### config.mk
export PLATFORM = sky130hd
export DESIGN_NAME = clint
export DESIGN_NICKNAME = d
export VERILOG_FILES = /design/src/rtl/clint.sv
export SDC_FILE = /design/constraint.sdc
export NUM_CORES = 1
export LEC_CHECK = 0
export CAP_MARGIN = 25
export CORE_ASPECT_RATIO = 1.4
export CORE_MARGIN = 2
export CORE_UTILIZATION = 40
export CTS_CLUSTER_SIZE = 20
export DETAILED_ROUTE_END_ITERATION = 7
export PLACE_DENSITY_LB_ADDON = 0.15
export SLEW_MARGIN = 10
export SYNTH_ARGS = -nofsm -noshare
export SYNTH_HDL_FRONTEND = slang
export SYNTH_SLANG_ARGS = --single-unit
### constraint.sdc
create_clock -name clk -period 2.4 [get_ports clk]
set_clock_uncertainty 0.1 [all_clocks]
set_input_delay 0.48 -clock clk [delete_from_list [all_inputs] [get_ports clk]]
set_output_delay 0.48 -clock clk [all_outputs]
set_load 0.02 [all_outputs]
### src/rtl/clint.sv
// Core-local interrupt source: mtime/mtimecmp/msip registers on a single-cycle slave port
// plus a prioritised interrupt request held until acknowledged. Macro CLINT_MTIME_WR_EN makes MTIME writable.
module clint #(
  parameter int unsigned TICK_DIV = 1,
  parameter int unsigned XMSB     = 63
) (
  input  logic          clk,
  input  logic          rst_n,
  input  logic          req_valid,
  input  logic          req_wr,
  input  logic [15:0]   req_addr,
  input  logic [XMSB:0] req_wdata,
  output logic          rsp_valid,
  output logic [XMSB:0] rsp_rdata,
  input  logic          meip,
  input  logic          glb_ie,
  input  logic [XMSB:0] mie,
  output logic          mtip,
  output logic          msip,
  output logic          irq_req,
  output logic [XMSB:0] irq_cause,
  input  logic          irq_ack
);

  typedef enum logic [1:0] {
    S_IDLE = 2'd0,
    S_REQ  = 2'd1,
    S_HOLD = 2'd2
  } state_t;

  localparam logic [XMSB:0] CAUSE_MEI = {1'b1, XMSB'(11)};
  localparam logic [XMSB:0] CAUSE_MSI = {1'b1, XMSB'(3)};
  localparam logic [XMSB:0] CAUSE_MTI = {1'b1, XMSB'(7)};

  logic [15:0]   r_presc;
  logic [XMSB:0] r_mtime;
  logic [XMSB:0] r_mtimecmp;
  logic          r_msip;
  logic          r_mtip;
  logic          r_rsp_valid;
  logic [XMSB:0] r_rsp_rdata;
  state_t        r_state;
  state_t        w_state_nxt;
  logic [XMSB:0] r_cause;
  logic [XMSB:0] w_cause_nxt;

  logic          w_tick;
  logic          w_wr;
  logic          w_sel_msip;
  logic          w_sel_cmp;
  logic          w_sel_time;
  logic [XMSB:0] w_rdata;
  logic          w_mei;
  logic          w_msi;
  logic          w_mti;
  logic          w_unused;

  // Only MSIE/MTIE/MEIE and the 8-byte-aligned address bits matter.
  assign w_unused = ^{mie[XMSB:12], mie[10:8], mie[6:4], mie[2:0], req_addr[2:0]};

  assign w_tick     = (r_presc == 16'(TICK_DIV - 1));
  assign w_wr       = req_valid & req_wr;
  assign w_sel_msip = (req_addr[15:3] == 13'h0000);
  assign w_sel_cmp  = (req_addr[15:3] == 13'h0800);
  assign w_sel_time = (req_addr[15:3] == 13'h17FF);

  always_comb begin
    w_rdata = '0;
    if (w_sel_msip)      w_rdata = {{XMSB{1'b0}}, r_msip};
    else if (w_sel_cmp)  w_rdata = r_mtimecmp;
    else if (w_sel_time) w_rdata = r_mtime;
  end

  // NOTE: sequential state uses non-blocking assignments so every register samples pre-edge values.
  always_ff @(posedge clk or negedge rst_n) begin
    if (!rst_n) begin
      r_presc     <= '0;
      r_mtime     <= '0;
      r_mtimecmp  <= '1;
      r_msip      <= 1'b0;
      r_mtip      <= 1'b0;
      r_rsp_valid <= 1'b0;
      r_rsp_rdata <= '0;
    end else begin
      r_presc     <= w_tick ? 16'd0 : r_presc + 16'd1;
      r_rsp_valid <= req_valid;
      r_rsp_rdata <= (req_valid && !req_wr) ? w_rdata : '0;
      r_mtip      <= (r_mtime >= r_mtimecmp);
      if (w_wr && w_sel_msip) r_msip     <= req_wdata[0];
      if (w_wr && w_sel_cmp)  r_mtimecmp <= req_wdata;
`ifdef CLINT_MTIME_WR_EN
      // A write in the same cycle as a tick wins outright; the prescaler keeps running.
      if (w_wr && w_sel_time) r_mtime <= req_wdata;
      else if (w_tick)        r_mtime <= r_mtime + 1'b1;
`else
      if (w_tick)             r_mtime <= r_mtime + 1'b1;
`endif
    end
  end

  assign w_mei = meip   & mie[11] & glb_ie;
  assign w_msi = r_msip & mie[3]  & glb_ie;
  assign w_mti = r_mtip & mie[7]  & glb_ie;

  // NOTE: every comb output gets a default first so no latch is inferred.
  always_comb begin
    w_state_nxt = r_state;
    w_cause_nxt = r_cause;
    case (r_state)
      S_IDLE: begin
        if (w_mei || w_msi || w_mti) begin
          w_state_nxt = S_REQ;
          w_cause_nxt = w_mei ? CAUSE_MEI : (w_msi ? CAUSE_MSI : CAUSE_MTI);
        end
      end
      S_REQ:   if (irq_ack) w_state_nxt = S_HOLD;
      S_HOLD:  w_state_nxt = S_IDLE;
      default: w_state_nxt = S_IDLE;
    endcase
  end

  always_ff @(posedge clk or negedge rst_n) begin
    if (!rst_n) begin
      r_state <= S_IDLE;
      r_cause <= '0;
    end else begin
      r_state <= w_state_nxt;
      r_cause <= w_cause_nxt;
    end
  end

  // Request is decoded straight from state so reset drops it asynchronously.
  assign irq_req   = (r_state == S_REQ);
  assign irq_cause = r_cause;
  assign rsp_valid = r_rsp_valid;
  assign rsp_rdata = r_rsp_rdata;
  assign mtip      = r_mtip;
  assign msip      = r_msip;

endmodule
* Word level (Yosys, flattened, before mapping)
Cells that the tools add are included.
Widths: inputs -> output; s select.
** Word-level totals
- Flip-flop bits (word level) :: 277
- Word-level logic and storage cells :: 45
- Bits of input ports :: 151
- Output and inout bits :: 132
** Cells by class
- Bitwise operators :: 7
- Equality and inequality tests :: 5
- $lt $le $gt $ge :: 1
- Reduce and logical (&&, ||, !) cells :: 11
- $add $sub $neg :: 2
- Muxes and demuxes :: 10
** Operators by type and width (count)
- $mux 64 :: 4
- $add 64x1->64 const B :: 1
- $ge 64x64->1 :: 1
- $add 16x1->16 const B :: 1
- $logic_not 16->1 :: 1
- $mux 16 :: 1
- $eq 13x12->1 const B :: 1
- $eq 13x13->1 const B :: 1
- $logic_not 13->1 :: 1
- $and 1x1->1 :: 7
- $mux 2 :: 2
- $mux 4 :: 1
- $pmux 2 s2 :: 1
- $reduce_and 2->1 :: 2
- $logic_and 1x1->1 :: 3
- $mux 3 :: 1
- $eq 2x1->1 const B :: 1
- $logic_not 2->1 :: 1
- $logic_or 1x1->1 :: 2
- $ne 2x1->1 const B :: 1
- $ne 2x2->1 const B :: 1
- $logic_not 1->1 :: 1

* Depth between registers and ports, before layout
Gate-level depths: netlist of the first run.
- Depth after elaboration :: 6
- Gate-level depth with buffers :: 10
- Depth with buffers taken out :: 8

* Least setup slack after synthesis of the first run
No wires, ideal clock.
- Kind :: register to register
- Start :: reg r_mtimecmp[34]
- End :: reg r_mtip, in the netlist mtip
- Cell stages (with the launch flop) :: 9
- Clock period less this slack :: 2.251 ns
- Setup slack :: 0.149 ns
- Arrival time :: 2.019 ns
- Path buffers :: 0
- Data required time :: 2.168 ns
- Library setup time :: 0.132 ns
- Cell sequence :: dfstp_2 > inv_1 > ha_1 > a41o_1 > a21oi_1 > nor4_1 > or4_1 > a211oi_1 > o31ai_1
** Between the ends
- Word-level cells in the longest chain between the ends :: 1
** RTL lines
- from (decl) :: RTL line 37 : logic [XMSB:0] r_mtimecmp;
- from (signal assigned) :: RTL line 90 : if (w_wr && w_sel_cmp) r_mtimecmp <= req_wdata;
- $ge 64x64->1 :: RTL line 88 : r_mtip <= (r_mtime >= r_mtimecmp);
- to (signal assigned) :: RTL line 88
- to (decl) :: RTL line 39 : logic r_mtip;
No other way between the ends.
A chain may end at the register's enable or synchronous reset.

* Worst setup path in the final report of the first run
Ends and elaborated chain as after synthesis.

==> results of run 1 <==
==> power by group through the flow <==
stage / sequential (uW) / combinational, uW / clock [uW]
final: 3670 / 394 / 3740
after global routing: 3660 / 429 / 3990
after detailed placement: 3730 / 399 / 0
after floorplan: 3730 / 190 / 0
after global placement: 3730 / 399 / 0
after CTS: 3660 / 402 / 3830
==> cells by family after synthesis <==
group                    Yosys count  synth area share
AO/OA/AOI/OAI                    180            0.1043
XOR/XNOR                          77           0.06218
adder cells (fa/ha/maj)           67           0.07729
buffers and inverters            173           0.08548
flip-flops                       216            0.5057
multiplexers                       5          0.005191
other                              1         0.0003457
AND/OR/NAND/NOR                  349            0.1595
==> per-layer routing <==
metal / vias to the layer above / track usage
met5: - / 0
met4: 0 / 0.06051
met3: 37 / 0.02335
met2: 178 / 0.3294
met1: 3979 / 0.2373
li1: 4012 / -
==> critical path, delay by kind of cell, from the launching register on <==
kind,cells,cell delay (ns)
compound gates,4,0.69
fa+ha+maj,1,0.30
buf+inv,1,0.05
flops,1,0.53
simple gates,2,0.61
==> placed cells by master (no fill, tap or decap), types with 25 or more instances in the layout <==
master / Yosys / final
nand3_1: 47 / 46
conb_1: 1 / 59
inv_1: 70 / 70
a22oi_1: 64 / 64
dfstp_2: 64 / 64
nand4_1: 32 / 32
dfrtp_1: 152 / 152
buf_4: 72 / 72
clkbuf_16: 0 / 25
nor2_1: 87 / 87
clkdlybuf4s50_1: 0 / 158
ha_1: 67 / 67
xnor2_1: 56 / 56
nand2_1: 104 / 104
o21ai_0: 71 / 70
==> through the flow <==
stage               TNS (ns)  setup WS, ns
floorplan                  0        0.1488
global placement      -10.17       -0.1420
detailed placement    -15.70       -0.2114
CTS                        0       0.01317
global route         -0.1174       -0.1038
finish                     0      0.003365
==> worst max-delay path by stage <==
stage                     cells after the start                    endpoint                  startpoint  slack, ns
after global placement                        8  r_mtimecmp[43]$_DFFE_PN1P_                 req_addr[3]      -0.14
after CTS                                     8              mtip$_DFF_PN0_   r_mtimecmp[5]$_DFFE_PN1P_       0.01
final                                         8              mtip$_DFF_PN0_  r_mtimecmp[34]$_DFFE_PN1P_      0.003
after floorplan                               8              mtip$_DFF_PN0_  r_mtimecmp[34]$_DFFE_PN1P_       0.15
after detailed placement                      8  r_mtimecmp[63]$_DFFE_PN1P_                 req_addr[3]      -0.21
after global routing                          8              mtip$_DFF_PN0_  r_mtimecmp[34]$_DFFE_PN1P_      -0.10
==> sequential cells by signal, indices dropped and copies added, names as in the netlist <==
name and count:
r_mtimecmp 64, irq_cause 3, msip 1, r_mtime 64, rsp_valid 1, rsp_rdata 64
r_presc 16, mtip 1, r_state 2
==> cell type report <==
class,count,area (sq um),area share
inverters,70,262.8,0.01858
clock inverters,4,45.04,0.003186
repair buffers,245,2406,0.1702
multi-input cells,737,4712,0.3332
well taps,365,456.7,0.03230
flip-flops and latches,216,5485,0.3879
clock buffers,40,772.0,0.05460
==> timing repair <==
item	CTS	global route
setup endpoints to repair	1	25
hold buffers	1	0
resized for setup	5	5
pin swaps	2	1
hold endpoints to repair	27	0
==> metrics.cfg, run 1 <==
[sta]
hold_ws_ns=0.3616
period_share=0.9986
final_max_slew_viol_count=0
fmax_mhz=417.3
finalSetupViolCount=0
hold_violations=0
rsz0062_at_grt=true
layout_min_cycle_time_ns=2.397

[worst_setup_path]
max_stage_delay_ns=0.55
crit_chain=inv_1, ha_1, a41o_1, a21oi_2, nor4_1, or4_4, a211oi_2, o31ai_1
reg2regPathDepth=8
required_ns=2.70
worstPathArrival_ns=2.69
crit_path_start_kind=flop
cp_max_fo=3
worstSetupEndpointType=flop
r2r-end=mtip$_DFF_PN0_
r2r-start=r_mtimecmp[34]$_DFFE_PN1P_
r2r_setup_slack_ns=0.003
slowest_stage=or4_4
path_class=reg -> reg

[floorplanning]
start_util=0.4056
coreArea_sq_um=26740
ios=283
die_area_sq_um=28470
die_x_um=143.2
die_y_um=198.8
rows=71

[synthesis]
synth.largest_area_cell=dfrtp_1
synthCells=1068
netlist_top_cells_area=dfrtp_1 (35%), dfstp_2 (16%), ha_1 (7.7%)
netlist_top_cells_count=dfrtp_1 (152), nand2_1 (104), nor2_1 (87), buf_4 (72), o21ai_0 (71)
syn_avg_cell_area_sq_um=10.16
synth-seq-area-share=0.5057
synth_edf_count=0
netlist_area_sq_um=10850
yosysMostFrequentCell=dfrtp_1
ys_warn_count=0
synth.top_cell.area_share=0.3507
ys_seq_elements=216
ys_async_sr_fraction=1.000
ys_types=52
synth_ff_type=dfrtp_1

[final_layout]
drive_gt1_frac=0.1654
num-fill-cells=2466
syn2layout_area_growth_pct=30.36
diodes=0
nets=1512
fin_util=0.5288
stdcell_area_sq_um=14140
fin_cells=1677

[power_and_ir_drop]
power_density_nw_per_um2=551.7
fin_total_pwr_uw=7800
p_int_uw=6110
p_sw_frac=0.2167
p_switching_uw=1691
p_leak_uw=0.006831
clock_power_share=0.480
worst_ir_drop_vdd_mv=0.5115
power.share.sequential=0.470
pwr-share-comb=0.050

[placed_design]
gp_congestion=0.8074
placedCellCount=1632
portBuffers=159
dpl_cell_area_sq_um=13270
hpwl_um=19350

[drt]
first_iter_violations=310
wl_met1_um=11090
wire_per_inst_um=15.54
wl_met2_um=13240
first_pass_iters=4
met3_length_um=1130
top_layer=met4
via_count=8206
ant_nets=0
wl_um=26070
remaining_drc_errors=0
via_per_inst=4.893

[flow_run]
cap_viol_max_count=0

[clock_network]
cts_root_buffer=clkbuf_16
numClockSinks=216
post_cts_buffers=0
clockBufferDepth=3
h-tree-depth=1
clk_latency_ns=0.52
cts_tree=yes
clk_pin_slew_ns=0.06
cts_buffers=24

[status]
status=complete, no violations

[global_route]
grt_max_degree=68
grt_pass1_wl_um=42500
antenna_found_initial=0
track_usage=0.1870
grt_pass1_vias=8323
grt_overflow=0

[min_path]
hold_path_class=in -> async

Power figures use the tool's default switching activity.
==> run 2, diff against run 1 <==
Settings changed: CTS_CLUSTER_DIAMETER from default to 60, SKIP_CTS_REPAIR_TIMING from default to 1.
==> run 2 against run 1 <==
  * The run now ends with setup timing left
  * Clock power is 30% lower
  * Global-route usage decreased by 0.22 points
  * Clock-buffer cell count is 22 lower
  * Fmax down 1.1%
  * Largest power group is now registers
  * Highest routed layer unchanged
==> metrics.cfg, run 2 (same netlist as run 1, synthesis figures left out) <==
[worst_setup_path]
worstSetupEndpointType=flop  ; unchanged
required_ns=2.67  ; was 2.70 ns
reg2regPathDepth=8  ; unchanged
crit_path_start_kind=flop  ; unchanged
slowest_stage=or4_4  ; unchanged
r2r-end=mtip$_DFF_PN0_  ; unchanged
cp_max_fo=3  ; unchanged
worstPathArrival_ns=2.69  ; about the same
max_stage_delay_ns=0.56  ; was 0.55 ns
r2r-start=r_mtimecmp[34]$_DFFE_PN1P_  ; unchanged
r2r_setup_slack_ns=-0.02  ; was 0.003 ns
path_class=reg -> reg  ; unchanged
crit_chain=inv_1, ha_1, a41o_1, a21oi_2, nor4_1, or4_4, a211oi_4, o31ai_2  ; was inv_1, ha_1, a41o_1, a21oi_2, nor4_1, or4_4, a211oi_2, o31ai_1

[placed_design]
portBuffers=159  ; unchanged
placedCellCount=1632  ; unchanged
dpl_cell_area_sq_um=13270  ; unchanged
gp_congestion=0.8074  ; unchanged
hpwl_um=19350  ; unchanged

[drt]
wl_um=26040  ; was 26,070 um
via_count=8153  ; was 8,206
first_pass_iters=4  ; unchanged
ant_nets=0  ; unchanged
wire_per_inst_um=15.73  ; was 15.54 um
first_iter_violations=351  ; was 310
met3_length_um=1042  ; was 1130 um
remaining_drc_errors=0  ; unchanged
via_per_inst=4.926  ; was 4.893
wl_met2_um=13260  ; was 13,240 um
wl_met1_um=11210  ; was 11,090 um
top_layer=met4  ; unchanged

[floorplanning]
ios=283  ; unchanged
start_util=0.4056  ; unchanged
coreArea_sq_um=26740  ; unchanged
rows=71  ; unchanged
die_area_sq_um=28470  ; unchanged
die_y_um=198.8  ; unchanged
die_x_um=143.2  ; unchanged

[power_and_ir_drop]
power_density_nw_per_um2=481.7  ; was 551.7 nW/um^2
fin_total_pwr_uw=6661  ; was 7800 uW
worst_ir_drop_vdd_mv=0.3708  ; was 0.5115 mV
p_leak_uw=0.006647  ; was 0.006831 uW

[final_layout]
num-fill-cells=2492  ; was 2,466
final_common_cell=clkdlybuf4s50_1  ; unchanged
fin_cells=1655  ; was 1,677
nets=1503  ; was 1,512
syn2layout_area_growth_pct=27.49  ; was 30.36%
fin_util=0.5171  ; was 0.5288
final_cell_mix=clkdlybuf4s50_1 (158), dfrtp_1 (152), nand2_1 (104)  ; unchanged
drive_gt1_frac=0.1589  ; was 0.1654
stdcell_area_sq_um=13830  ; was 14,140 sq um
diodes=0  ; unchanged

[clock_network]
cts_tree=yes  ; unchanged
clk_latency_ns=0.49  ; was 0.52 ns
clockBufferDepth=3  ; unchanged
numClockSinks=216  ; unchanged
clk_pin_slew_ns=0.09  ; was 0.06 ns
cts_buffers=15  ; was 24
h-tree-depth=1  ; unchanged
cts_root_buffer=clkbuf_16  ; unchanged

[global_route]
grt_overflow=0  ; unchanged
grt_max_degree=68  ; unchanged
antenna_found_initial=0  ; unchanged
grt_pass1_vias=8125  ; was 8,323
track_usage=0.1848  ; was 0.1870
grt_pass1_wl_um=41880  ; was 42,500 um

[status]
violations=setup timing
status=complete, but fails checks  ; was complete, no violations

[min_path]
hold_path_class=in -> async  ; unchanged

[sta]
rsz0062_at_grt=true  ; unchanged
fin_ws_ns=-0.02239  ; was 0.003365 ns
hold_violations=0  ; unchanged
period_share=1.009  ; was 0.9986
layout_min_cycle_time_ns=2.422  ; was 2.397 ns
fmax_mhz=412.8  ; was 417.3 MHz
finalSetupViolCount=1  ; was 0
hold_ws_ns=0.3761  ; was 0.3616 ns
final_max_slew_viol_count=0  ; unchanged

[flow_run]
cap_viol_max_count=0  ; unchanged

-- run 2: changes by cell type in the layout (fill, tap and decap cells not counted), sizes merged --
| cell | change |
|---|---|
| clkbuf | -22 |
| clkinv | -2 |
| clkinvlp | +2 |
-- run 2: worst max-delay path, delay by kind of cell (launching register included) --
| family | cells | cell delay (ns) |
|---|---|---|
| AO/OA/AOI/OAI | 4 | 0.71 |
| adder cells (fa/ha/maj) | 1 | 0.30 |
| buffers and inverters | 1 | 0.05 |
| flip-flops | 1 | 0.53 |
| AND/OR/NAND/NOR | 2 | 0.62 |
-- run 2: stage by stage --
stage	TNS (ns)	worst slack (ns)
global placement	-10.17	-0.1420
finish	-0.02239	-0.02239
detailed placement	-15.70	-0.2114
global route	-0.1144	-0.1144
CTS	-0.1262	-0.1262
floorplan	0	0.1488
-- run 2: cell type report --
cell class	instances	area, sq um	share of cell area
Clock buffer	18	406.6	0.02941
Clock inverter	4	53.80	0.003891
Inverter	70	262.8	0.01900
Multi-Input combinational cell	737	4757	0.3440
Sequential cell	216	5485	0.3967
Tap cell	365	456.7	0.03303
Timing Repair Buffer	245	2406	0.1740
-- run 2: power by group --
group | switching (uW) | internal [uW]
registers | 4.78 | 3650
logic | 232 | 163
clock network | 1290 | 1320
total | 1520 | 5140
-- run 2: how the worst max path moves through the flow --
stage,start,end,slack [ns],cells after the start
4_1_cts,r_mtimecmp[34]$_DFFE_PN1P_,mtip$_DFF_PN0_,-0.13,8
2_1_floorplan,r_mtimecmp[34]$_DFFE_PN1P_,mtip$_DFF_PN0_,0.15,8
5_1_grt,r_mtimecmp[6]$_DFFE_PN1P_,mtip$_DFF_PN0_,-0.11,9
3_5_place_dp,req_addr[3],r_mtimecmp[63]$_DFFE_PN1P_,-0.21,8
3_3_place_gp,req_addr[3],r_mtimecmp[43]$_DFFE_PN1P_,-0.14,8
6_report,r_mtimecmp[34]$_DFFE_PN1P_,mtip$_DFF_PN0_,-0.02,8
-- run 2: layer usage --
metal	vias to the layer above	GRT usage
li1	3980	-
met5	-	0
met4	0	0.05244
met3	28	0.02239
met2	165	0.3255
met1	3980	0.2381
